$ cat config.mk
export PLATFORM = sky130hd
export DESIGN_NAME = pipe_mult
export DESIGN_NICKNAME = d
export VERILOG_FILES = /design/src/rtl/pipe_mult.sv
export SDC_FILE = /design/constraint.sdc
export NUM_CORES = 1
export LEC_CHECK = 0
export CAP_MARGIN = 0
export CELL_PAD_IN_SITES_DETAIL_PLACEMENT = 0
export CELL_PAD_IN_SITES_GLOBAL_PLACEMENT = 1
export CORE_ASPECT_RATIO = 1.4
export CORE_MARGIN = 8
export CORE_UTILIZATION = 50
export DETAILED_ROUTE_END_ITERATION = 8
export GPL_TIMING_DRIVEN = 0
export PLACE_DENSITY_LB_ADDON = 0.1
export SLEW_MARGIN = 20
export SYNTH_ARGS = -nofsm -noshare
export SYNTH_HDL_FRONTEND = slang
export SYNTH_SLANG_ARGS = --single-unit
$ cat constraint.sdc
create_clock -name clk -period 7.5 [get_ports clk]
set_input_delay 1.5 -clock clk [delete_from_list [all_inputs] [get_ports clk]]
set_output_delay 1.5 -clock clk [all_outputs]
set_load 0.05 [all_outputs]
$ cat src/rtl/pipe_mult.sv
// ---------------------------------------------------------------------------
// pipe_mult
//
// Parametrised pipelined integer multiplier with a valid/ready handshake.
// Each pipeline stage adds WIDTH/STAGES radix-2 partial products into a
// 2*WIDTH running sum. The operands travel with the sum: the multiplicand
// shifts left and the multiplier shifts right. Each transaction carries its
// own signed/unsigned mode and a sideband tag. The tag passes through
// unchanged and stays aligned with its product.
//
// Parameters:
//   WIDTH   operand width in bits (>= 2)
//   STAGES  number of pipeline register stages (1..WIDTH, divides WIDTH)
//   TAG_W   width of the sideband tag
//
// Ports:
//   clk          rising-edge clock
//   rst          asynchronous, active-high reset
//   in_valid     operands/mode/tag valid this cycle
//   in_ready     block accepts input this cycle (equals pipeline advance)
//   data_a       multiplicand
//   data_b       multiplier
//   mode_signed  1 = two's-complement operands, 0 = unsigned
//   in_tag       sideband tag of the incoming transaction
//   out_valid    result/out_tag valid
//   out_ready    consumer accepts the result this cycle
//   result       exact 2*WIDTH-bit product
//   out_tag      tag of the transaction shown on result
// ---------------------------------------------------------------------------
module pipe_mult #(
  parameter int WIDTH  = 4,
  parameter int STAGES = 4,
  parameter int TAG_W  = 4
) (
  input  logic                 clk,
  input  logic                 rst,
  input  logic                 in_valid,
  output logic                 in_ready,
  input  logic [WIDTH-1:0]     data_a,
  input  logic [WIDTH-1:0]     data_b,
  input  logic                 mode_signed,
  input  logic [TAG_W-1:0]     in_tag,
  output logic                 out_valid,
  input  logic                 out_ready,
  output logic [2*WIDTH-1:0]   result,
  output logic [TAG_W-1:0]     out_tag
);

  // Multiplier bits consumed per stage, and the width of the product.
  localparam int K = WIDTH / STAGES;
  localparam int P = 2 * WIDTH;

  // Illegal parameter combinations stop elaboration.
  if (WIDTH < 2 || STAGES < 1 || STAGES > WIDTH || (WIDTH % STAGES) != 0) begin : g_param_check
    $error("pipe_mult: illegal WIDTH/STAGES combination");
  end

  // Per-stage pipeline registers. Index 0 is the first stage. The last
  // stage holds the visible result. The operand copies kept in the last
  // stage are never read.
  logic             valid_q [STAGES];
  logic [P-1:0]     psum_q  [STAGES];
  logic [P-1:0]     a_q     [STAGES];
  logic [WIDTH-1:0] b_q     [STAGES];
  logic             mode_q  [STAGES];
  logic [TAG_W-1:0] tag_q   [STAGES];

  // Inputs seen by each stage, and the partial sum that stage produces.
  logic             src_valid [STAGES];
  logic [P-1:0]     src_psum  [STAGES];
  logic [P-1:0]     src_a     [STAGES];
  logic [WIDTH-1:0] src_b     [STAGES];
  logic             src_mode  [STAGES];
  logic [TAG_W-1:0] src_tag   [STAGES];
  logic [P-1:0]     sum_nxt   [STAGES];

  logic adv;

  // The whole pipe moves together. It moves whenever the output register
  // is empty or is being drained this cycle. Otherwise everything freezes,
  // including stage 1, so accepting input is exactly the same condition.
  assign adv      = !out_valid || out_ready;
  assign in_ready = adv;

  assign out_valid = valid_q[STAGES-1];
  assign result    = psum_q[STAGES-1];
  assign out_tag   = tag_q[STAGES-1];

  // Route operands into each stage and form that stage's partial products.
  // In signed mode the multiplicand is sign-extended to 2*WIDTH bits. The
  // multiplier's MSB has weight -2^(WIDTH-1), so its partial product is
  // subtracted rather than added. Everything wraps modulo 2^(2*WIDTH), which
  // keeps the product exact.
  always_comb begin
    src_valid[0] = in_valid;
    src_psum[0]  = '0;
    src_a[0]     = mode_signed ? {{WIDTH{data_a[WIDTH-1]}}, data_a}
                               : {{WIDTH{1'b0}}, data_a};
    src_b[0]     = data_b;
    src_mode[0]  = mode_signed;
    src_tag[0]   = in_tag;
    for (int s = 1; s < STAGES; s++) begin
      src_valid[s] = valid_q[s-1];
      src_psum[s]  = psum_q[s-1];
      src_a[s]     = a_q[s-1];
      src_b[s]     = b_q[s-1];
      src_mode[s]  = mode_q[s-1];
      src_tag[s]   = tag_q[s-1];
    end
    for (int s = 0; s < STAGES; s++) begin
      sum_nxt[s] = src_psum[s];
      for (int j = 0; j < K; j++) begin
        if (src_b[s][j]) begin
          if (src_mode[s] && (s * K + j == WIDTH - 1)) begin
            sum_nxt[s] = sum_nxt[s] - (src_a[s] << j);
          end else begin
            sum_nxt[s] = sum_nxt[s] + (src_a[s] << j);
          end
        end
      end
    end
  end

  // Pipeline registers. Valid bits advance on every advance edge, so a
  // bubble propagates as valid=0. Data registers load only when a real
  // transaction arrives. As a result an empty last stage leaves the previous
  // result and tag on the outputs.
  always_ff @(posedge clk or posedge rst) begin
    if (rst) begin
      for (int s = 0; s < STAGES; s++) begin
        valid_q[s] <= 1'b0;
        psum_q[s]  <= '0;
        a_q[s]     <= '0;
        b_q[s]     <= '0;
        mode_q[s]  <= 1'b0;
        tag_q[s]   <= '0;
      end
    end else if (adv) begin
      for (int s = 0; s < STAGES; s++) begin
        valid_q[s] <= src_valid[s];
        if (src_valid[s]) begin
          psum_q[s] <= sum_nxt[s];
          a_q[s]    <= src_a[s] << K;
          b_q[s]    <= src_b[s] >> K;
          mode_q[s] <= src_mode[s];
          tag_q[s]  <= src_tag[s];
        end
      end
    end
  end

endmodule

==> flow_metrics.py <==
metrics = {
    "yosys": {
        "yosys_warnings": 0,
        "synthArstFlopShare": 1.000,
        "synthTopCellsByCount": "dfrtp_1 (73), mux2_2 (45), nand2_1 (39)",
        "synthFlopType": "dfrtp_1",
        "ys_seq_elements": 73,
        "avgSynthCellArea_um2": 11.41,
        "synthCells": 309,
        "netlist_area_um2": 3525,
        "synthMostInstantiatedCell": "dfrtp_1",
        "ys_types": 34,
        "syn_nets": 344,
        "synth_area_leaders": "dfrtp_1 (52%), mux2_2 (14%), ha_1 (5.3%)",
        "synth-edff-count": 0,
        "yosys.area.top_type": "dfrtp_1",
        "yosysTopAreaCellShare": 0.5183,
        "seq_area_frac_synth": 0.5183,
    },
    "setup_path": {
        "critPathArrivalTime_ns": 3.11,
        "worstPathRequired_ns": 6.00,
        "cp-end-kind": "primary output",
        "crit_fanout": 10,
        "crit_type": "in2out",
        "cp-start-kind": "primary input",
    },
    "cts": {
        "clockBufferDepth": 2,
        "cts_resized": 0,
        "post_cts_buffers": 0,
        "clock-sinks": 73,
        "postCtsHoldBufs": 0,
        "clk_latency_ns": 0.35,
        "htreeDepth": 3,
        "clk_pin_slew_ns": 0.07,
        "numCtsBuffers": 9,
        "cts_tree": "yes",
        "root_buffer": "clkbuf_8",
    },
    "placed_design": {
        "port_buffers": 30,
        "dp_hpwl_mm": 4.745,
        "placed_area_um2": 3974,
        "place.gp.congestion": 0.7914,
        "pre_cts_ws_ns": 2.873,
    },
    "finish": {
        "num_antenna_cells": 0,
        "final_area_um2": 4203,
        "fill_cells": 598,
        "nets": 386,
        "area_growth_pct": 19.24,
        "drive_gt1_frac": 0.2135,
    },
    "pwr": {
        "switching_share": 0.3761,
        "p_comb_frac": 0.470,
        "power.density_nw_per_um2": 459.2,
        "clkPwrFrac": 0.180,
        "power.internal_mw": 1.204,
        "vdd_drop_max_mv": 0.1986,
        "switchingPower_mw": 0.7258,
        "sequentialPowerShare": 0.350,
        "leakage_nw": 1.895,
    },
    "drt": {
        "routed_via_density": 5.044,
        "ant_nets": 0,
        "post_drt_wl_per_cell_um": 13.41,
        "dr_total_vias": 2275,
        "drt_iter0_drc": 91,
        "first_pass_iters": 4,
        "wl_mm": 6.050,
        "drcViolationCount": 0,
    },
    "grt": {
        "grt_util_met3": 0.04149,
        "antenna_found_initial": 0,
        "met2_usage": 0.2340,
        "grt_start_max_net_pins": 59,
        "grt_busiest_layer": "met2",
        "grtUsageTotal": 0.1387,
        "gr-usage-met1": 0.1526,
        "grt_pass1_wl_mm": 10.63,
        "grt_pass1_vias": 2362,
        "grt_overflow": 0,
    },
    "timing": {
        "finalClockSkew_ns": 0.006678,
        "finalHoldViolations": 0,
        "worstMarginPinSlew_ns": 0.5074,
        "period_minus_slack_ns": 4.605,
        "setup_tns_ns": 0,
        "slew_viol_final": 0,
        "finalSetupViolCount": 0,
        "rsz0062_at_grt": "no",
        "fin_ws_ns": 2.895,
        "slew_headroom": 0.6607,
        "fin_crit_sh": 0.6141,
        "fmax_mhz": 217.1,
    },
    "floorplan": {
        "fp.dieW_um": 86.96,
        "rows": 36,
        "die_h_um": 115.3,
        "start_util": 0.5114,
        "dieArea_um2": 10030,
        "core_area_um2": 6892,
        "pin_count": 31,
    },
    "run_status": {
        "status": "completed",
    },
    "flow_run": {
        "max_cap_violations": 0,
    },
    "worst_hold_path": {
        "min_path_type": "reg2reg",
    },
}
## cells by family (layout without fill, tap and decap cells)
logic type	Yosys count	count (layout)	synth area share
simple gates	67	67	0.08874
flops	73	73	0.5183
xor+xnor	8	8	0.01988
fa+ha+maj	18	18	0.07029
mux	51	51	0.1608
buf+inv	33	80	0.04543
compound gates	59	59	0.09655
## stage by stage
step	util	std cells	hold WS, ns	power (mW)
2_1_floorplan	-	309	0.4444	1.377
3_3_place_gp	0.5723	434	0.4639	1.578
3_5_place_dp	0.5766	435	0.4716	1.614
4_1_cts	0.6098	451	0.4890	1.968
5_1_grt	0.6098	451	0.5150	2.083
6_report	0.6098	451	0.4848	1.930
## final timing paths
check,from,endpoint,slack (ns),cells after the start
min in group asynchronous,rst,result[7]$_DFFE_PP0P_,1.42,2
min reg2reg,result[5]$_DFFE_PP0P_,result[5]$_DFFE_PP0P_,0.48,2
max,out_ready,in_ready,2.89,4
max in group asynchronous,rst,result[3]$_DFFE_PP0P_,5.54,3
max reg2reg,a_q[11]$_DFFE_PP0P_,result[7]$_DFFE_PP0P_,4.95,9
min,result[5]$_DFFE_PP0P_,result[5]$_DFFE_PP0P_,0.48,2
## cell usage in the layout (no fill, tap or decap), types with 6 or more instances in the layout
cell type and n:
mux2i_1 6, ha_1 15, inv_1 14, o21ai_0 37
buf_4 8, clkbuf_8 11, nor2b_1 7, nand2_1 39
xnor2_1 8, dfrtp_1 73, clkdlybuf4s50_1 30, mux2_2 45
## registers in the layout, summed over array words and instances, names as in the netlist
signal and flops:
src_tag 12, result 8, src_valid 3, b_q 6, mode_q 3, a_q 15, psum_q 21, out_valid 1
out_tag 4
## critical path: stages
cell and delay [ns]:
clkdlybuf4s50_1 0.44, nand2b_1 0.10, buf_2 0.22, clkdlybuf4s50_1 0.84
## power by group through the flow
| stage | logic, mW | registers [mW] | clock network, mW |
|---|---|---|---|
| finish | 0.907 | 0.676 | 0.347 |
| global route | 1.01 | 0.703 | 0.374 |
| CTS | 0.928 | 0.680 | 0.361 |
| detailed placement | 0.926 | 0.688 | 0 |
| global placement | 0.898 | 0.681 | 0 |
| floorplan | 0.678 | 0.699 | 0 |
## per-layer routing
layer  wire (µm)  up-vias
met5           0        -
met4         136        0
met3         193       10
met2        3140       23
met1        2579     1085
li1            -     1157
## area by class of cell
cell class / count / area (µm²) / share of cell area
Sequential cell: 73 / 1827 / 0.4347
Multi-Input combinational cell: 203 / 1538 / 0.3659
Timing Repair Buffer: 31 / 327.8 / 0.07800
Clock buffer: 11 / 151.4 / 0.03602
Tap cell: 95 / 118.9 / 0.02828
Buffer: 18 / 103.9 / 0.02471
Clock inverter: 5 / 77.57 / 0.01846
Inverter: 15 / 58.81 / 0.01399
Power figures use the tool's default switching activity.
